$ cat src/rtl/line_clear_ctrl.sv
// ---------------------------------------------------------------------------
// line_clear_ctrl
//
// Sequences a line-clear pass over the playfield rows after a piece has been
// written. Each loop broadcasts CHECK so the rows capture their full flags,
// evaluates those flags, and if any row is full, shifts everything at or above
// the bottom-most full row down by one. The loop repeats until no row is full,
// then reports how many rows were removed.
//
// Optional feature macro: LINE_CLEAR_SCORE_EN
//   defined   -> score accumulates 0/40/100/300/1200 points per pass for
//                0/1/2/3/>=4 lines, saturating at 16'hFFFF
//   undefined -> score is tied to zero and no adder exists
//
// Parameters
//   ROWS           number of playfield rows (0 = top, ROWS-1 = bottom)
//
// Ports
//   clk            system clock, rising edge
//   reset          asynchronous, active-high reset
//   start          one-cycle request to run a pass (ignored while busy/FINISH)
//   full[ROWS]     per-row registered "row full" flags from the row registers
//   row_state[3]   broadcast row command: 000 check, 001 hold, 011 shift
//   shift_row[ROWS] per-row shift enable (row i loads row i-1)
//   busy           high while a pass is in progress (CHECK/EVAL/SHIFT)
//   done           one-cycle pulse when a pass completes
//   lines_cleared[3] rows removed by the last completed pass, saturates at 7
//   score[16]      accumulated score (zero unless LINE_CLEAR_SCORE_EN)
// ---------------------------------------------------------------------------
module line_clear_ctrl #(
  parameter int ROWS = 20
) (
  input  logic            clk,
  input  logic            reset,
  input  logic            start,
  input  logic [ROWS-1:0] full,
  output logic [2:0]      row_state,
  output logic [ROWS-1:0] shift_row,
  output logic            busy,
  output logic            done,
  output logic [2:0]      lines_cleared,
  output logic [15:0]     score
);

  localparam logic [2:0] RS_CHECK = 3'b000;
  localparam logic [2:0] RS_HOLD  = 3'b001;
  localparam logic [2:0] RS_SHIFT = 3'b011;

  typedef enum logic [2:0] {
    IDLE,
    CHECK,
    EVAL,
    SHIFT,
    FINISH
  } state_t;

  state_t          state;
  logic [2:0]      pass_cnt;
  logic [ROWS-1:0] shift_mask;

  // Saturating increment of the 3-bit pass counter.
  function automatic logic [2:0] sat_inc3(input logic [2:0] v);
    return (v == 3'd7) ? v : v + 3'd1;
  endfunction

  // Every row at or above the bottom-most full row moves down one place, so
  // the mask is the full vector smeared from its highest set bit toward bit 0.
  always_comb begin
    logic acc;
    acc        = 1'b0;
    shift_mask = '0;
    for (int i = ROWS - 1; i >= 0; i--) begin
      acc           = acc | full[i];
      shift_mask[i] = acc;
    end
  end

  always_ff @(posedge clk or posedge reset) begin
    if (reset) begin
      state         <= IDLE;
      row_state     <= RS_HOLD;
      shift_row     <= '0;
      busy          <= 1'b0;
      done          <= 1'b0;
      lines_cleared <= 3'd0;
      pass_cnt      <= 3'd0;
    end else begin
      // Pulses and shift enables last a single cycle unless re-asserted below.
      done      <= 1'b0;
      shift_row <= '0;
      case (state)
        IDLE: begin
          row_state <= RS_HOLD;
          if (start) begin
            state     <= CHECK;
            row_state <= RS_CHECK;
            busy      <= 1'b1;
            pass_cnt  <= 3'd0;
          end
        end
        CHECK: begin
          // Rows capture their full flags on this closing edge.
          state     <= EVAL;
          row_state <= RS_HOLD;
        end
        EVAL: begin
          if (full == '0) begin
            state         <= FINISH;
            row_state     <= RS_HOLD;
            busy          <= 1'b0;
            done          <= 1'b1;
            lines_cleared <= pass_cnt;
          end else begin
            state     <= SHIFT;
            row_state <= RS_SHIFT;
            shift_row <= shift_mask;
          end
        end
        SHIFT: begin
          // One row removed; re-check because rows above may also be full.
          state     <= CHECK;
          row_state <= RS_CHECK;
          pass_cnt  <= sat_inc3(pass_cnt);
        end
        FINISH: begin
          // A start arriving here is dropped; the next IDLE cycle accepts one.
          state     <= IDLE;
          row_state <= RS_HOLD;
        end
        default: begin
          state     <= IDLE;
          row_state <= RS_HOLD;
          busy      <= 1'b0;
        end
      endcase
    end
  end

`ifdef LINE_CLEAR_SCORE_EN
  // Points awarded for one completed pass.
  function automatic logic [15:0] pass_points(input logic [2:0] lines);
    case (lines)
      3'd0:    return 16'd0;
      3'd1:    return 16'd40;
      3'd2:    return 16'd100;
      3'd3:    return 16'd300;
      default: return 16'd1200;
    endcase
  endfunction

  // 16-bit unsigned add clamped at full scale.
  function automatic logic [15:0] sat_add16(input logic [15:0] a,
                                            input logic [15:0] b);
    logic [16:0] s;
    s = {1'b0, a} + {1'b0, b};
    return s[16] ? 16'hFFFF : s[15:0];
  endfunction

  // Updated on the same edge that raises done, alongside lines_cleared.
  always_ff @(posedge clk or posedge reset) begin
    if (reset) begin
      score <= 16'd0;
    end else if (state == EVAL && full == '0) begin
      score <= sat_add16(score, pass_points(pass_cnt));
    end
  end
`else
  assign score = 16'd0;
`endif

endmodule

$ cat config.mk
export PLATFORM = sky130hd
export DESIGN_NAME = line_clear_ctrl
export DESIGN_NICKNAME = d
export VERILOG_FILES = /design/src/rtl/line_clear_ctrl.sv
export SDC_FILE = /design/constraint.sdc
export NUM_CORES = 1
export LEC_CHECK = 0
export ABC_AREA = 1
export BUFFER_PORTS_ARGS = -buffer_cell sky130_fd_sc_hd__buf_2
export CORE_UTILIZATION = 47
export DETAILED_ROUTE_END_ITERATION = 12
export PLACE_DENSITY = 0.87
export SLEW_MARGIN = 10
export SYNTH_ARGS = -nofsm -noshare
export SYNTH_HDL_FRONTEND = slang
export SYNTH_SLANG_ARGS = --single-unit
export TNS_END_PERCENT = 100
$ cat constraint.sdc
create_clock -name clk -period 1.8 [get_ports clk]
set_input_delay 0.18 -clock clk [delete_from_list [all_inputs] [get_ports clk]]
set_output_delay 0.18 -clock clk [all_outputs]
set_load 0.02 [all_outputs]
* Word level (Yosys, flattened, before mapping)
Index checks and enable logic that the tools add are counted.
** Operators by class
- Bitwise operators :: 20
- Muxes and demuxes :: 16
- Reduce and logical (&&, ||, !) cells :: 7
- $add $sub $neg :: 1
- Eq/ne operators :: 8
** Operator list (number)
- two-way mux 20 bit :: 2
- logical NOT 20 bit :: 1
- OR 1 bit :: 19
- two-way mux 3 bit :: 4
- one-hot mux 3 bit (4 select lines) :: 1
- one-hot mux 3 bit (3 select lines) :: 1
- equality test 3 x 2 -> 1 bit, second input constant :: 2
- equality test 3 bit, second input constant :: 2
- inequality test 2 bit, second input constant :: 3
- one-hot mux 3 bit (2 select lines) :: 1
- AND reduction 3 bit :: 2
- two-way mux 1 bit :: 5
- adder 3 x 1 -> 3 bit, second input constant :: 1
- equality test 3 x 1 -> 1 bit, second input constant :: 1
- logical NOT 3 bit :: 1
- one-hot mux 1 bit (3 select lines) :: 1
- OR reduction 3 bit :: 1
- two-way mux 2 bit :: 1
- AND reduction 2 bit :: 1
- nonzero test 2 bit :: 1
- NOT 1 bit :: 1
** Word-level totals
- Output and inout bits :: 44
- Input bits :: 23
- Word-level logic and storage cells :: 59
- Flip-flop bits (word level) :: 34

* Depth between registers and ports, before layout
Gate-level depths: netlist of run 1.
- Depth after elaboration :: 21
- Mapped depth :: 8
- Mapped depth without buffers :: 8

* Worst setup path after synthesis of run 1
OpenSTA, ideal clock, no wires.
- Path kind :: register to register
- Start :: register pass_cnt[0]
- End :: register pass_cnt[1]
- Library setup time :: 0.083 ns
- Cell stages (with the launch flop) :: 5
- Setup slack :: 0.543 ns
- Period minus slack after synthesis :: 1.257 ns
- Data arrival time :: 1.174 ns
- Buffers on the path :: 0
- Path through :: dfrtp_1 > ha_1 > ha_1 > or2_2 > o21ai_0
** Between the ends
- Word-level cells in the longest chain between the ends :: 3
- Elaborated cells on any way between the ends :: 6
- Those cells by class :: add/sub: 1; eq/ne: 2; mux: 2; reduce/logical: 1
** RTL lines
- start, declared :: line 58 : logic [2:0] pass_cnt;
- start signal, assigned :: line 123 : pass_cnt <= sat_inc3(pass_cnt);
- adder 3 x 1 -> 3 bit / equality test 3 bit (equally long branches) :: line 63 : return (v == 3'd7) ? v : v + 3'd1;
- two-way mux 3 bit / inequality test 2 bit (equally long branches)
- one-hot mux 3 bit (2 select lines) / AND reduction 3 bit (equally long branches)
Parallel ways exist; a longest one is shown, timed or not. The select of a mux whose other input is x is not followed.
A chain may end at the register's enable or synchronous reset.

* Worst setup path in the final report of run 1
Ends and elaborated chain as after synthesis.

==> reports/qor.yml, run 1 <==
worst_setup_path:
  startpoint_type: "register"
  end_kind: "register"
  crit_path_max_fanout: 4
  worstPathArrival_ps: 1610
  critical_path_class: "register to register"
  ff2ff_setup_slack_ps: 450
  crit_required_ps: 2050
routing:
  drtIter0Drc: 24
  wl_per_cell_um: 9.91
  drt-vias-per-instance: 4.29
  wl_met1_mm: 1.17
  drtAntennaViolNets: 0
  wl_met2_mm: 1.26
  drc: 0
  top_layer: "met4"
  met3_length_um: 164
  drt-pass1-iter-count: 4
  wl_mm: 2.65
  vias: 1146
clock_network:
  cts_inserted_buffers: 5
  insertion_delay_ps: 330
  clockRootBuffer: "clkbuf_4"
  clock-sinks: 33
  clockBufferDepth: 2
  path_clk_slew_ps: 100
  post_cts_buffers: 0
  htreeDepth: 2
  cts_resized: 0
  cts_tree: "yes"
layout:
  regArea_um2: 827
  multi_input_area_um2: 538
  fin_nets: 247
  diodes: 0
  syn2layout_area_growth_pct: 20.2
  stdcell_count: 267
  drive_gt1_share_pct: 35.9
  fillers: 269
synth:
  ys_ff_latch: 33
  yosys-top-cells-count: "dfrtp_1 (32), nand2_1 (32), inv_1 (21)"
  muxShareOfSynthArea_pct: 0
  synth-simple-area-share_pct: 24.6
  synth_top_family_by_area: "simple AND/OR/NAND/NOR gates"
  synth_compound_area_share_pct: 4.54
  ys_top_cells_by_area: "dfrtp_1 (52%), buf_4 (8.3%), nand2_1 (7.8%)"
  synth.cell_area_um2: 1540
  ys_seq_area_share_pct: 53.6
  async_flop_share_pct: 100
  synth-warning-count: 0
  synth_cells: 166
  synth_edf_count: 0
  synth_cell_types: 27
  synth-xor-area-share_pct: 0
  synthAdderAreaFrac_pct: 1.62
  yosysTopAreaCellShare_pct: 51.9
  synth_top_area_cell: "dfrtp_1"
  syn_avg_cell_area_um2: 9.29
  synth_ff_type: "dfrtp_1"
placement:
  place_ws_ps: 450
  gp_congestion: 0.810
  dpl.cell_count: 258
  io_buffer_count: 49
  dpl.hpwl_mm: 1.99
floorplan:
  ioPinCount: 67
  die_w_um: 59.3
  rows: 20
  dieArea_um2: 3520
  start_util_pct: 50.1
  die_y_um: 59.3
  coreArea_um2: 3080
sta:
  setup_viol: 0
  slew_viol_final: 0
  hold_ws_ps: 67.3
  max_freq_mhz: 741
  hold_viol: 0
  setup-tns-final_ps: 0
  fin_crit_sh_pct: 75.0
  rsz0062_at_grt: "no"
  setup_slack_ps: 450
  fin_crit_ps: 1350
  skew_ps: 2.40
min_path:
  min_path_type: "input port to register"
global_route:
  overflow: 0
  grt_pass1_vias: 985
  grt_pass1_wl_mm: 4.35
  antenna_found_initial: 0
  grt_max_degree: 34
  track_usage_pct: 17.5
pwr:
  leakage_nw: 1.10
  vdd.ir_drop.worst_mv: 0.615
  power_density_nw_per_um2: 1470
flow_run:
  maxCapViolations: 0
status:
  outcome: "finished clean"
## worst paths after layout
check,endpoint,cells past startpoint,startpoint
max,pass_cnt[1],4,pass_cnt[0]
min,shift_row[8],3,full[8]
max reg2reg,pass_cnt[1],4,pass_cnt[0]
min reg2reg,busy,2,busy
max in group asynchronous,row_state[0],4,reset
min in group asynchronous,row_state[1],4,reset
## power by group
group | switching [W] | internal [W]
registers | 0.000106 | 0.00103
logic | 0.000769 | 0.000362
clock network | 0.000243 | 0.000226
total | 0.00112 | 0.00161
## per-stage QoR
step / cell area (um2) / power, W / utilization (%)
global route: 1850 / 0.00293 / 60.2
detailed placement: 1770 / 0.00229 / 57.6
global placement: 1770 / 0.00225 / 57.6
finish: 1850 / 0.00273 / 60.2
CTS: 1850 / 0.00276 / 60.2
floorplan: 1600 / 0.00197 / -
## logic make-up (layout without fill, tap and decap cells)
logic type	count (synthesis)	in the layout
AOI/OAI and AO/OA	14	14
buffers and inverters	44	85
and+or+nand+nor	72	72
other	1	17
adders and majority gates	2	2
DFF	33	33
## per-layer routing
layer | vias up | GRT usage [%]
li1 | 579 | -
met1 | 520 | 21.7
met2 | 43 | 26.8
met3 | 4 | 5.68
met4 | 0 | 10.2
met5 | - | 0
## final cells by class
cell class | count | area share (%)
clock buffer | 7 | 3.51
clock inverter | 1 | 0.270
inverter | 25 | 5.06
multi-input combinational | 105 | 29.0
sequential | 33 | 44.6
tap | 44 | 2.97
timing repair buffer | 52 | 14.6
## state kept, by name, summed over array words and instances (netlist names)
signal / flops
done: 1
shift_row: 20
state: 3
lines_cleared: 3
busy: 1
pass_cnt: 3
row_state: 2
## cell usage in the layout (no fill, tap or decap), types with 3 or more instances in the layout
cell	instances
dfrtp_1	32
inv_1	21
a21oi_1	3
conb_1	17
nand2_2	3
nor2_4	4
o21ai_1	4
nand3_1	3
nor2_1	17
buf_2	49
nand2_1	32
inv_2	4
clkbuf_4	5
o21ai_0	7
## critical path, cell delays in order (launching register included)
cell	delay [ps]
dfrtp_1	420
ha_1	210
ha_1	180
or2_2	310
o21ai_0	150
## what timing repair did
action,in CTS,in global routing
setup endpoints to repair,0,0
hold buffers,1,0
hold endpoints to repair,32,0
No activity file was read; power rests on OpenSTA's default activity.
==> inputs of run 2 (changes only) <==
- ABC_AREA: 1 -> 0
- CORE_UTILIZATION: 47 -> 41
- PLACE_DENSITY: 0.87 -> 0.82
- clock period: 1.8 -> 1.1 ns (I/O delays scaled with it)
==> run 2 against run 1 <==
The flow now finishes with violations (negative setup slack). Sequential share of layout area shrank 9.4 points. Power rose by 90%. Area after synthesis shrank 6.2%. Sequential cell count stayed put. Core utilization rose by 9.7 points.
==> reports/qor.yml, run 2 <==
status:
  outcome: "complete, but fails checks"
  violations: "negative setup slack"
clock_network:
  cts_tree: "yes"
  insertion_delay_ps: 340  # about the same
  clock-sinks: 33  # unchanged
  htreeDepth: 2  # unchanged
  clockBufferDepth: 2  # unchanged
  cts_inserted_buffers: 5  # unchanged
  clockRootBuffer: "clkbuf_4"
  path_clk_slew_ps: 100  # about the same
worst_setup_path:
  end_kind: "register"
  critical_path_class: "register to register"
  ff2ff_setup_slack_ps: -500  # -950 ps
  cp_num_buf_inv: 0  # unchanged
  crit_cells: 5  # +1
  reg2reg_from: "pass_cnt[1]"
  critPathLaunch: "pass_cnt[1]"
  critPathMaxStageDelay_ps: 400  # -20 ps
  cpLargestDelayFamily: "flip-flops"
  crit_slowest_cell: "dfrtp_1"
  r2r_end: "pass_cnt[1]"
  startpoint_type: "register"
  crit_chain: "ha_2, ha_4, or2_4, a21oi_4, mux2_4"
  reg2reg_depth: 5  # +1
  crit_required_ps: 1330  # -720 ps
  crit_path_max_fanout: 3  # -1
  worstPathArrival_ps: 1830  # +220 ps
floorplan:
  die_y_um: 61.4  # +3.6%
  ioPinCount: 67  # unchanged
  dieArea_um2: 3770  # +7.3%
  rows: 21  # +5.0%
  coreArea_um2: 3360  # +9.3%
  start_util_pct: 43.0  # -7.1 points
  die_w_um: 61.4  # +3.6%
synth:
  synth_cells: 129  # -22%
  yosysTopAreaCellShare_pct: 55.3  # +3.4 points
  ys_seq_area_share_pct: 57.1  # +3.5 points
  ys_ff_latch: 33  # unchanged
  synth-warning-count: 0  # unchanged
  synth_top_area_cell: "dfrtp_1"
  synth_ff_type: "dfrtp_1"
  ys_top_cells_by_area: "dfrtp_1 (55%), buf_4 (9.3%), nor2_1 (5.4%)"
  yosysMostFrequentCell: "dfrtp_1"
  yosys-top-cells-count: "dfrtp_1 (32), nor2_1 (21), buf_4 (18)"
  synth.cell_area_um2: 1450  # -6.2%
  syn_avg_cell_area_um2: 11.2  # +21%
  async_flop_share_pct: 100  # unchanged
  synth_cell_types: 31  # +15%
  synth_edf_count: 0  # unchanged
sta:
  setup_viol: 27  # +27
  setup_slack_ps: -498  # -947 ps
  hold_ws_ps: 39.4  # -28.0 ps
  fin_crit_ps: 1600  # +247 ps
  skew_ps: 10.7  # +8.26 ps
  rsz0062_at_grt: "yes"
  hold_viol: 0  # unchanged
  setup-tns-final_ps: -6220  # -6220 ps
  slew_viol_final: 0  # unchanged
  fin_crit_sh_pct: 145  # +70 points
  max_freq_mhz: 626  # -15%
flow_run:
  maxCapViolations: 0  # unchanged
pwr:
  seq_power_share_pct: 34.8  # -6.6 points
  switching_share_pct: 37.8  # -3.1 points
  combPwrFrac_pct: 50.6  # +9.2 points
  clock_power_share_pct: 14.6  # -2.6 points
  p_int_w: 0.00322  # +100%
  leakage_nw: 1.25  # +13%
  vdd.ir_drop.worst_mv: 0.947  # +54%
  power_density_nw_per_um2: 2200  # +49%
  p_switching_w: 0.00196  # +75%
layout:
  fin_nets: 246  # -0.40%
  layout_common_cells: "buf_2 (43), dfrtp_1 (31), buf_4 (26), conb_1 (17), buf_6 (14)"
  utilization_pct: 69.9  # +9.7 points
  diodes: 0  # unchanged
  fin_area_um2: 2350  # +27%
  syn2layout_area_growth_pct: 62.5
  top_register: "shift_row"
  drive_gt1_share_pct: 63.1  # +27 points
  final_common_cell: "buf_2"
  largest_reg_flops: 20  # unchanged
routing:
  wl_per_cell_um: 12.5  # +26%
  drt-vias-per-instance: 4.62  # +7.5%
  drt-pass1-iter-count: 4  # unchanged
  wl_mm: 3.36  # +27%
  drtIter0Drc: 23  # -4.2%
  drtAntennaViolNets: 0  # unchanged
  vias: 1237  # +7.9%
  drc: 0  # unchanged
global_route:
  track_usage_pct: 19.5  # +2.0 points
  overflow: 0  # unchanged
  grt_pass1_wl_mm: 5.06  # +16%
  grt_pass1_vias: 1214  # +23%
  antenna_found_initial: 0  # unchanged
  grt_max_degree: 34  # unchanged
min_path:
  hold_depth: 3  # unchanged
  hold_end: "shift_row[1]"
  worstHoldStart: "full[1]"
  min_path_type: "input port to register"
placement:
  gp_congestion: 0.743  # -8.3%
  postPlaceCellArea_um2: 1960  # +11%
  place_ws_ps: -591  # -1040 ps
  io_buffer_count: 49  # unchanged
  dpl.hpwl_mm: 2.30  # +16%
[run 2: kinds of logic after synthesis]
family	after synthesis	share of synthesized area (%)
compound gates	12	5.27
fa+ha+maj	2	1.73
buf+inv	26	11.4
flops	33	57.1
mux	6	4.67
other cells	1	0.259
simple gates	49	19.5
[run 2: layout make-up]
class / count / area (um2)
Clock buffer: 7 / 65.1
Fill cell: 252 / 1010
Timing Repair Buffer: 88 / 643
Inverter: 7 / 26.3
Sequential cell: 33 / 828
Tap cell: 46 / 57.6
Multi-Input combinational cell: 86 / 727
Clock inverter: 1 / 5.00
[run 2: worst register-to-register path, stage by stage, from the launching register on]
cell and delay (ps):
dfrtp_1 400, ha_2 210, ha_4 150, or2_4 230, a21oi_4 180, mux2_4 320
[run 2: what timing repair did]
item,in CTS,in global routing
hold endpoints to repair,33,0
pin swaps,9,10
setup endpoints to repair,23,33
gates cloned,1,0
hold buffers,2,0
setup buffers,6,5
gates resized for setup,23,30
[run 2: power groups by stage]
stage | clock network [W] | logic, W | registers [W]
global placement | 0 | 0.00206 | 0.00181
detailed placement | 0 | 0.00209 | 0.00182
finish | 0.000755 | 0.00262 | 0.00180
CTS | 0.000777 | 0.00254 | 0.00180
floorplan | 0 | 0.000764 | 0.00234
global route | 0.000856 | 0.00282 | 0.00186
[run 2: per-layer routing]
layer	vias to the layer above	routed length, um	track usage (%)
li1	580	-	-
met1	596	1120	17.9
met2	52	1950	37.4
met3	9	211	7.77
met4	0	72	8.89
met5	-	0	0
[run 2: metrics by stage]
step	std cells	power, W
3_3_place_gp	248	0.00387
3_5_place_dp	248	0.00391
4_1_cts	265	0.00511
6_report	268	0.00518
2_1_floorplan	145	0.00310
5_1_grt	268	0.00553
[run 2: worst max-delay path by stage]
stage | endpoint
finish | pass_cnt[1]
CTS | pass_cnt[1]
detailed placement | lines_cleared[0]
global route | pass_cnt[1]
global placement | lines_cleared[2]
floorplan | pass_cnt[0]
